### config.mk
export PLATFORM = sky130hd
export DESIGN_NAME = lsu_dmem_master
export DESIGN_NICKNAME = d
export VERILOG_FILES = /design/src/rtl/lsu_dmem_master.sv
export SDC_FILE = /design/constraint.sdc
export NUM_CORES = 1
export LEC_CHECK = 0
export BUFFER_PORTS_ARGS = -buffer_cell sky130_fd_sc_hd__buf_4
export CAP_MARGIN = 40
export CORE_MARGIN = 8
export CORE_UTILIZATION = 58
export DETAILED_ROUTE_END_ITERATION = 10
export PLACE_DENSITY = 0.86
export SLEW_MARGIN = 40
export SYNTH_ARGS = -nofsm -noshare
export SYNTH_HDL_FRONTEND = slang
export SYNTH_SLANG_ARGS = --single-unit
### constraint.sdc
create_clock -name clk -period 4.7 [get_ports clk]
set_clock_uncertainty 0.05 [all_clocks]
set_input_delay 0.235 -clock clk [delete_from_list [all_inputs] [get_ports clk]]
set_output_delay 0.235 -clock clk [all_outputs]
set_load 0.01 [all_outputs]
### src/rtl/lsu_dmem_master.sv
// -----------------------------------------------------------------------------
// lsu_dmem_master
//
// Purpose:
//   Load/store unit that takes one load or store request per handshake and
//   drives it onto a data_memory port. Naturally aligned accesses go out as a
//   single memory beat, and the memory does the load extension. Misaligned
//   halfword and word accesses are split into byte beats. For loads, the bytes
//   are reassembled little-endian and then sign- or zero-extended here.
//
// Ports:
//   clk, rst_n            clock, asynchronous active-low reset
//   req_valid/req_ready   request handshake (ready only while idle)
//   req_we                1 = store, 0 = load
//   req_funct3            size code: 000 B, 001 H, 010 W, 100 BU, 101 HU
//   req_addr, req_wdata   byte address, right-justified store data
//   rsp_valid             one-cycle completion pulse
//   rsp_rdata, rsp_err    extended load data (0 for stores), illegal flag
//   address, datawr,      registered memory port towards data_memory
//   dmwr, dmctrl
//   datard                combinational read data from data_memory
// -----------------------------------------------------------------------------
module lsu_dmem_master (
    input  logic        clk,
    input  logic        rst_n,
    input  logic        req_valid,
    output logic        req_ready,
    input  logic        req_we,
    input  logic [2:0]  req_funct3,
    input  logic [31:0] req_addr,
    input  logic [31:0] req_wdata,
    output logic        rsp_valid,
    output logic [31:0] rsp_rdata,
    output logic        rsp_err,
    output logic [31:0] address,
    output logic [31:0] datawr,
    output logic        dmwr,
    output logic [2:0]  dmctrl,
    input  logic [31:0] datard
);

    typedef enum logic [1:0] {IDLE, ACCESS, SPLIT, RESP} state_t;

    localparam logic [2:0] F3_B  = 3'b000;
    localparam logic [2:0] F3_H  = 3'b001;
    localparam logic [2:0] F3_W  = 3'b010;
    localparam logic [2:0] F3_BU = 3'b100;
    localparam logic [2:0] F3_HU = 3'b101;

    state_t      r_state;
    logic        r_we;
    logic [2:0]  r_funct3;
    logic [31:0] r_addr;
    logic [31:0] r_wdata;
    logic [1:0]  r_beat;
    logic [31:0] r_asm;

    logic [31:0] r_address;
    logic [31:0] r_datawr;
    logic        r_dmwr;
    logic [2:0]  r_dmctrl;
    logic        r_rsp_valid;
    logic [31:0] r_rsp_rdata;
    logic        r_rsp_err;

    logic        w_illegal;
    logic        w_aligned;
    logic        w_last_beat;
    logic [1:0]  w_beat_next;
    logic [7:0]  w_split_wbyte;
    logic [31:0] w_asm_next;
    logic [31:0] w_asm_ext;

    // Legality of the incoming request: unsigned sizes exist only for loads.
    always_comb begin
        w_illegal = 1'b0;
        case (req_funct3)
            F3_B, F3_H, F3_W: w_illegal = 1'b0;
            F3_BU, F3_HU:     w_illegal = req_we;
            default:          w_illegal = 1'b1;
        endcase
    end

    always_comb begin
        w_aligned = 1'b1;
        case (req_funct3)
            F3_H, F3_HU: w_aligned = ~req_addr[0];
            F3_W:        w_aligned = (req_addr[1:0] == 2'b00);
            default:     w_aligned = 1'b1;
        endcase
    end

    // Split transfers only exist for H/HU (2 beats) and W (4 beats).
    assign w_last_beat   = (r_beat == ((r_funct3 == F3_W) ? 2'd3 : 2'd1));
    assign w_beat_next   = r_beat + 2'd1;
    assign w_split_wbyte = r_wdata[{w_beat_next, 3'b000} +: 8];

    // Assembly register with the byte of the current beat merged in, so the
    // final beat's byte is included in the response without an extra cycle.
    generate
        for (genvar gi = 0; gi < 4; gi++) begin : g_asm
            assign w_asm_next[8*gi +: 8] = (r_beat == 2'(gi)) ? datard[7:0]
                                                               : r_asm[8*gi +: 8];
        end
    endgenerate

    always_comb begin
        w_asm_ext = w_asm_next;
        case (r_funct3)
            F3_H:    w_asm_ext = {{16{w_asm_next[15]}}, w_asm_next[15:0]};
            F3_HU:   w_asm_ext = {16'b0, w_asm_next[15:0]};
            default: w_asm_ext = w_asm_next;
        endcase
    end

    always_ff @(posedge clk or negedge rst_n) begin
        if (!rst_n) begin
            r_state     <= IDLE;
            r_we        <= 1'b0;
            r_funct3    <= 3'b000;
            r_addr      <= 32'b0;
            r_wdata     <= 32'b0;
            r_beat      <= 2'b0;
            r_asm       <= 32'b0;
            r_address   <= 32'b0;
            r_datawr    <= 32'b0;
            r_dmwr      <= 1'b0;
            r_dmctrl    <= F3_W;
            r_rsp_valid <= 1'b0;
            r_rsp_rdata <= 32'b0;
            r_rsp_err   <= 1'b0;
        end else begin
            // Outputs default to their idle values; states override them below.
            r_address   <= 32'b0;
            r_datawr    <= 32'b0;
            r_dmwr      <= 1'b0;
            r_dmctrl    <= F3_W;
            r_rsp_valid <= 1'b0;
            r_rsp_rdata <= 32'b0;
            r_rsp_err   <= 1'b0;

            case (r_state)
                IDLE: begin
                    if (req_valid) begin
                        r_we     <= req_we;
                        r_funct3 <= req_funct3;
                        r_addr   <= req_addr;
                        r_wdata  <= req_wdata;
                        r_beat   <= 2'b0;
                        r_asm    <= 32'b0;
                        if (w_illegal) begin
                            r_state     <= RESP;
                            r_rsp_valid <= 1'b1;
                            r_rsp_err   <= 1'b1;
                        end else if (w_aligned) begin
                            // Beat outputs are loaded on the accept edge so the
                            // beat is visible in the first ACCESS cycle.
                            r_state   <= ACCESS;
                            r_address <= req_addr;
                            r_datawr  <= req_wdata;
                            r_dmwr    <= req_we;
                            r_dmctrl  <= req_funct3;
                        end else begin
                            r_state   <= SPLIT;
                            r_address <= req_addr;
                            r_datawr  <= req_we ? {24'b0, req_wdata[7:0]} : 32'b0;
                            r_dmwr    <= req_we;
                            r_dmctrl  <= req_we ? F3_B : F3_BU;
                        end
                    end
                end

                ACCESS: begin
                    r_state     <= RESP;
                    r_rsp_valid <= 1'b1;
                    r_rsp_rdata <= r_we ? 32'b0 : datard;
                end

                SPLIT: begin
                    if (!r_we) begin
                        r_asm <= w_asm_next;
                    end
                    if (w_last_beat) begin
                        r_state     <= RESP;
                        r_rsp_valid <= 1'b1;
                        r_rsp_rdata <= r_we ? 32'b0 : w_asm_ext;
                    end else begin
                        r_beat    <= w_beat_next;
                        r_address <= r_addr + {30'b0, w_beat_next};
                        r_datawr  <= r_we ? {24'b0, w_split_wbyte} : 32'b0;
                        r_dmwr    <= r_we;
                        r_dmctrl  <= r_we ? F3_B : F3_BU;
                    end
                end

                RESP: begin
                    r_state <= IDLE;
                end

                default: begin
                    r_state <= IDLE;
                end
            endcase
        end
    end

    assign req_ready = (r_state == IDLE);
    assign rsp_valid = r_rsp_valid;
    assign rsp_rdata = r_rsp_rdata;
    assign rsp_err   = r_rsp_err;
    assign address   = r_address;
    assign datawr    = r_datawr;
    assign dmwr      = r_dmwr;
    assign dmctrl    = r_dmctrl;

endmodule

==> results.txt <==
----------------------------------------------------
[Status]
  Status ... finished clean

[Global route]
  Pin count of the biggest net entering global routing ... 138
  Most utilized layer in the global route result ... met2
  First-pass GRT wire length ... 44.9 mm
  Grt ovf ... 0
  Via count of the first global-routing pass ... 8341
  Number of antenna violations at the first check in global routing ... 1
  Met2 capacity usage during global routing ... 49.6%
  Total Routing Usage GR ... 28.3%
  Met1 Use GR ... 33.4%
  GR Layer Usage met3 ... 5.91%

[Synthesis]
  Leading register cell type out of synthesis ... dfrtp_1
  Most frequent cells after synthesis ... 294 x nand2_1, 205 x dfrtp_1, 48 x nor2_1
  Number of library cell types mapped by synthesis ... 53
  Cell type with the largest total area after synthesis ... dfrtp_1
  Number of cells produced by synthesis ... 885
  Fraction of synthesized cell area taken by the top area cell type ... 56.8%
  Avg Inst Size Synth ... 10.2 µm²
  Synth warn ... 0
  Net Count, Synth ... 1000
  Yosys reg bits ... 206
  Cell Area, Synth ... 0.00903 mm²
  Cell types with the largest area share after synthesis ... dfrtp_1 57%, nand2_1 12%, a22o_1 4.1%, xor2_1 2.3%, mux2i_1 2.2%
  FFs w/ async S/R, synth ... 100%
  Number of enable-type register cells in the synthesized netlist ... 0
  Sequential-to-total area share from yosys stat ... 57.1%
  Most common cell in the synthesized netlist ... nand2_1

[Timing]
  Number of failing setup endpoints in the final timing report ... 0
  Fmax ... 273 MHz
  Clock period minus worst slack ... 3.66 ns
  Final Max Tran Viols ... 0
  Sum of negative setup slack ... 0 ns
  Actual slew at the worst max-slew pin ... 0.768 ns
  Portion of the clock cycle consumed by the worst path in the final layout ... 77.9%
  Number of hold-slack violations in the final timing report ... 0
  Setup repair after global routing missed its margin ... false
  Worst rel slew slack ... 48.4%

[Job]
  Count of max-cap constraint violations ... 0

[Final layout]
  Area overhead of the layout relative to synthesis ... 37.9%
  Share of post-route cells with drive strength above 1 ... 24.7%
  Multi-input gate area ... 0.00363 mm²
  Sequential cell area in the final layout ... 0.00516 mm²
  Layout net count ... 1290
  Layout filler cell count ... 827
  Summed area of non-filler cells in the final layout ... 0.0125 mm²

[Die]
  Vertical die dimension ... 141 µm
  Row cnt ... 45
  Floorplan die area ... 0.0198 mm²
  I/O pin count ... 206
  Effective utilization at floorplan ... 59.4%
  Horizontal extent of the die ... 141 µm
  Area of the core ... 0.0152 mm²

[Critical path]
  CP Data Required Time ... 5.02 ns
  Type of the setup path with the least slack ... flop to flop
  Sort of element at the end of the critical path ... flop
  Start point of the critical path ... r_beat[0]
  Cell repeated most along the worst path ... inv_1
  Reg2reg setup slack ... 1.04 ns
  Slowest cell on crit path ... nor4_4
  Cell Chain, Critical Path ... buf_4 > inv_1 > ha_1 > inv_1 > fa_1 > nor4_4 > nand3_1 > xor2_1 > o21ai_1
  Count of cells along the worst register-to-register path ... 9
  RR Startpoint ... r_beat[0]
  Crit-path max cell delay ... 0.75 ns
  Top delay family on crit path ... adder cells
  Sum of buffers and inverters on the critical path ... 3
  Reg2reg end ... address[24]
  Critical path startpoint category ... flop
  Highest net fanout along the worst path ... 16
  Arrival @ worst endpoint ... 3.98 ns

[Hold path]
  Startpoint of the worst hold path ... datard[3]
  Endpoint with the worst hold slack ... rsp_rdata[3]
  Class of the most critical hold timing path ... input pin to flop
  Number of cells on the worst hold path ... 2

[Routing]
  Routed WL per cell ... 20.2 µm
  Vias/cell ... 5.72
  Post-DRT Antenna Nets ... 0
  Total Wirelength ... 27.9 mm
  Residual DRC count ... 0
  Total via count after detailed routing ... 7911
  Count of TritonRoute iterations in the first routing pass ... 5
  Number of DRC markers in iteration 0 ... 776

[Pwr]
  Total power density per cell area ... 575 mW/mm²
  Largest vdd supply drop ... 0.376 mV
  Leakage ... 6.23 nW

[Clock tree]
  Clock latency of the later-clocked register in the worst-skew pair ... 0.50 ns
  Clock sinks ... 206
  CTS Buf Count ... 22
  Clk Tree Root Cell ... clkbuf_16
  Buffers inserted by post-CTS timing repair ... 0
  TritonCTS clock tree ... done
  Clock buffer depth ... 3
  Clock edge transition at the registers on the reported setup and hold paths ... 0.06 ns
  CTS H-tree depth ... 1

[Placed design]
  Number of buffers added on ports ... 205
  Final weighted congestion in routability-driven placement ... 0.881
  Placed Instance Area ... 0.0107 mm²
  Post-DP HPWL ... 16.4 mm

----------------------------------------------------
## per-layer routing
metal | routed length, µm | part of all wire [%]
met4 | 1070 | 3.8
met5 | 0 | 0
met1 | 10300 | 37
met3 | 2020 | 7.3
met2 | 14500 | 52
## final cells by class
| cell class | count | area share, % |
|---|---|---|
| sequential | 206 | 41.4 |
| multi-input combinational | 611 | 29.1 |
| timing repair buffer | 313 | 21.1 |
| clock buffer | 31 | 5.02 |
| tap | 188 | 1.89 |
| clock inverter | 9 | 0.783 |
| inverter | 21 | 0.633 |
| antenna | 3 | 0.0603 |
## sequential cells by signal, indices dropped and copies added, names as in the netlist
signal / count
rsp_valid: 1
r_addr: 32
address: 32
r_we: 1
r_funct3: 3
rsp_rdata: 32
dmwr: 1
r_state: 2
dmctrl: 3
r_beat: 2
r_wdata: 32
r_asm: 32
rsp_err: 1
datawr: 32
## through the flow
| step | worst slack (ns) | util, % | hold slack (ns) | instances | power, mW |
|---|---|---|---|---|---|
| 3_5_place_dp | 1.15 | 70.6 | 0.251 | 1240 | 5.27 |
| 5_1_grt | 0.895 | 81.9 | 0.0107 | 1380 | 7.58 |
| 6_report | 1.04 | 81.9 | 0.0142 | 1382 | 7.17 |
| 4_1_cts | 1.12 | 81.9 | 0.00185 | 1379 | 7.09 |
| 2_1_floorplan | 1.79 | - | -0.111 | 885 | 4.36 |
| 3_3_place_gp | 1.35 | 70.5 | 0.387 | 1240 | 5.15 |
## logic make-up after synthesis
| family | share of synthesized area (%) |
|---|---|
| buf+inv | 2.95 |
| flops | 57.1 |
| compound gates | 10.9 |
| simple gates | 18.9 |
| mux | 5.46 |
| fa+ha+maj | 1.74 |
| xor+xnor | 3.01 |
## worst max path at each step
stage               cells past startpoint     endpoint  slack (ns)
CTS                                     9  address[22]        1.12
global placement                        9  address[30]        1.35
detailed placement                      9  address[22]        1.15
floorplan                               9  address[30]        1.79
global route                            9  address[20]        0.90
finish                                  9  address[24]        1.04
## power by group
| part | switching (mW) | internal [mW] |
|---|---|---|
| logic | 1.59 | 1.12 |
| clock network | 0.695 | 1.04 |
| registers | 0.404 | 2.32 |
## placed cells by master, fill, tap and decap left out, types with 3 or more instances in the layout
master,n
buf_4,212
mux2_2,8
clkinv_2,6
nor2_1,47
o21ai_1,17
xnor2_1,7
dfrtp_1,205
nand3_1,9
nand2_1,293
a21oi_1,5
nand4_1,15
clkbuf_16,24
a22o_1,42
mux4_2,8
inv_1,19
and3_1,4
o21ai_0,18
ha_1,11
xor2_1,24
o21ai_2,10
clkbuf_1,6
o22ai_1,11
o31ai_1,16
nor4_4,3
mux2i_1,20
and4_1,3
diode_2,3
dlygate4sd3_1,99
a32oi_1,7
## timing repair
item	in CTS	in global routing
gates resized for setup	0	0
hold buffers	99	0
endpoints found under the hold margin	298	0
Power figures use the tool's default switching activity.
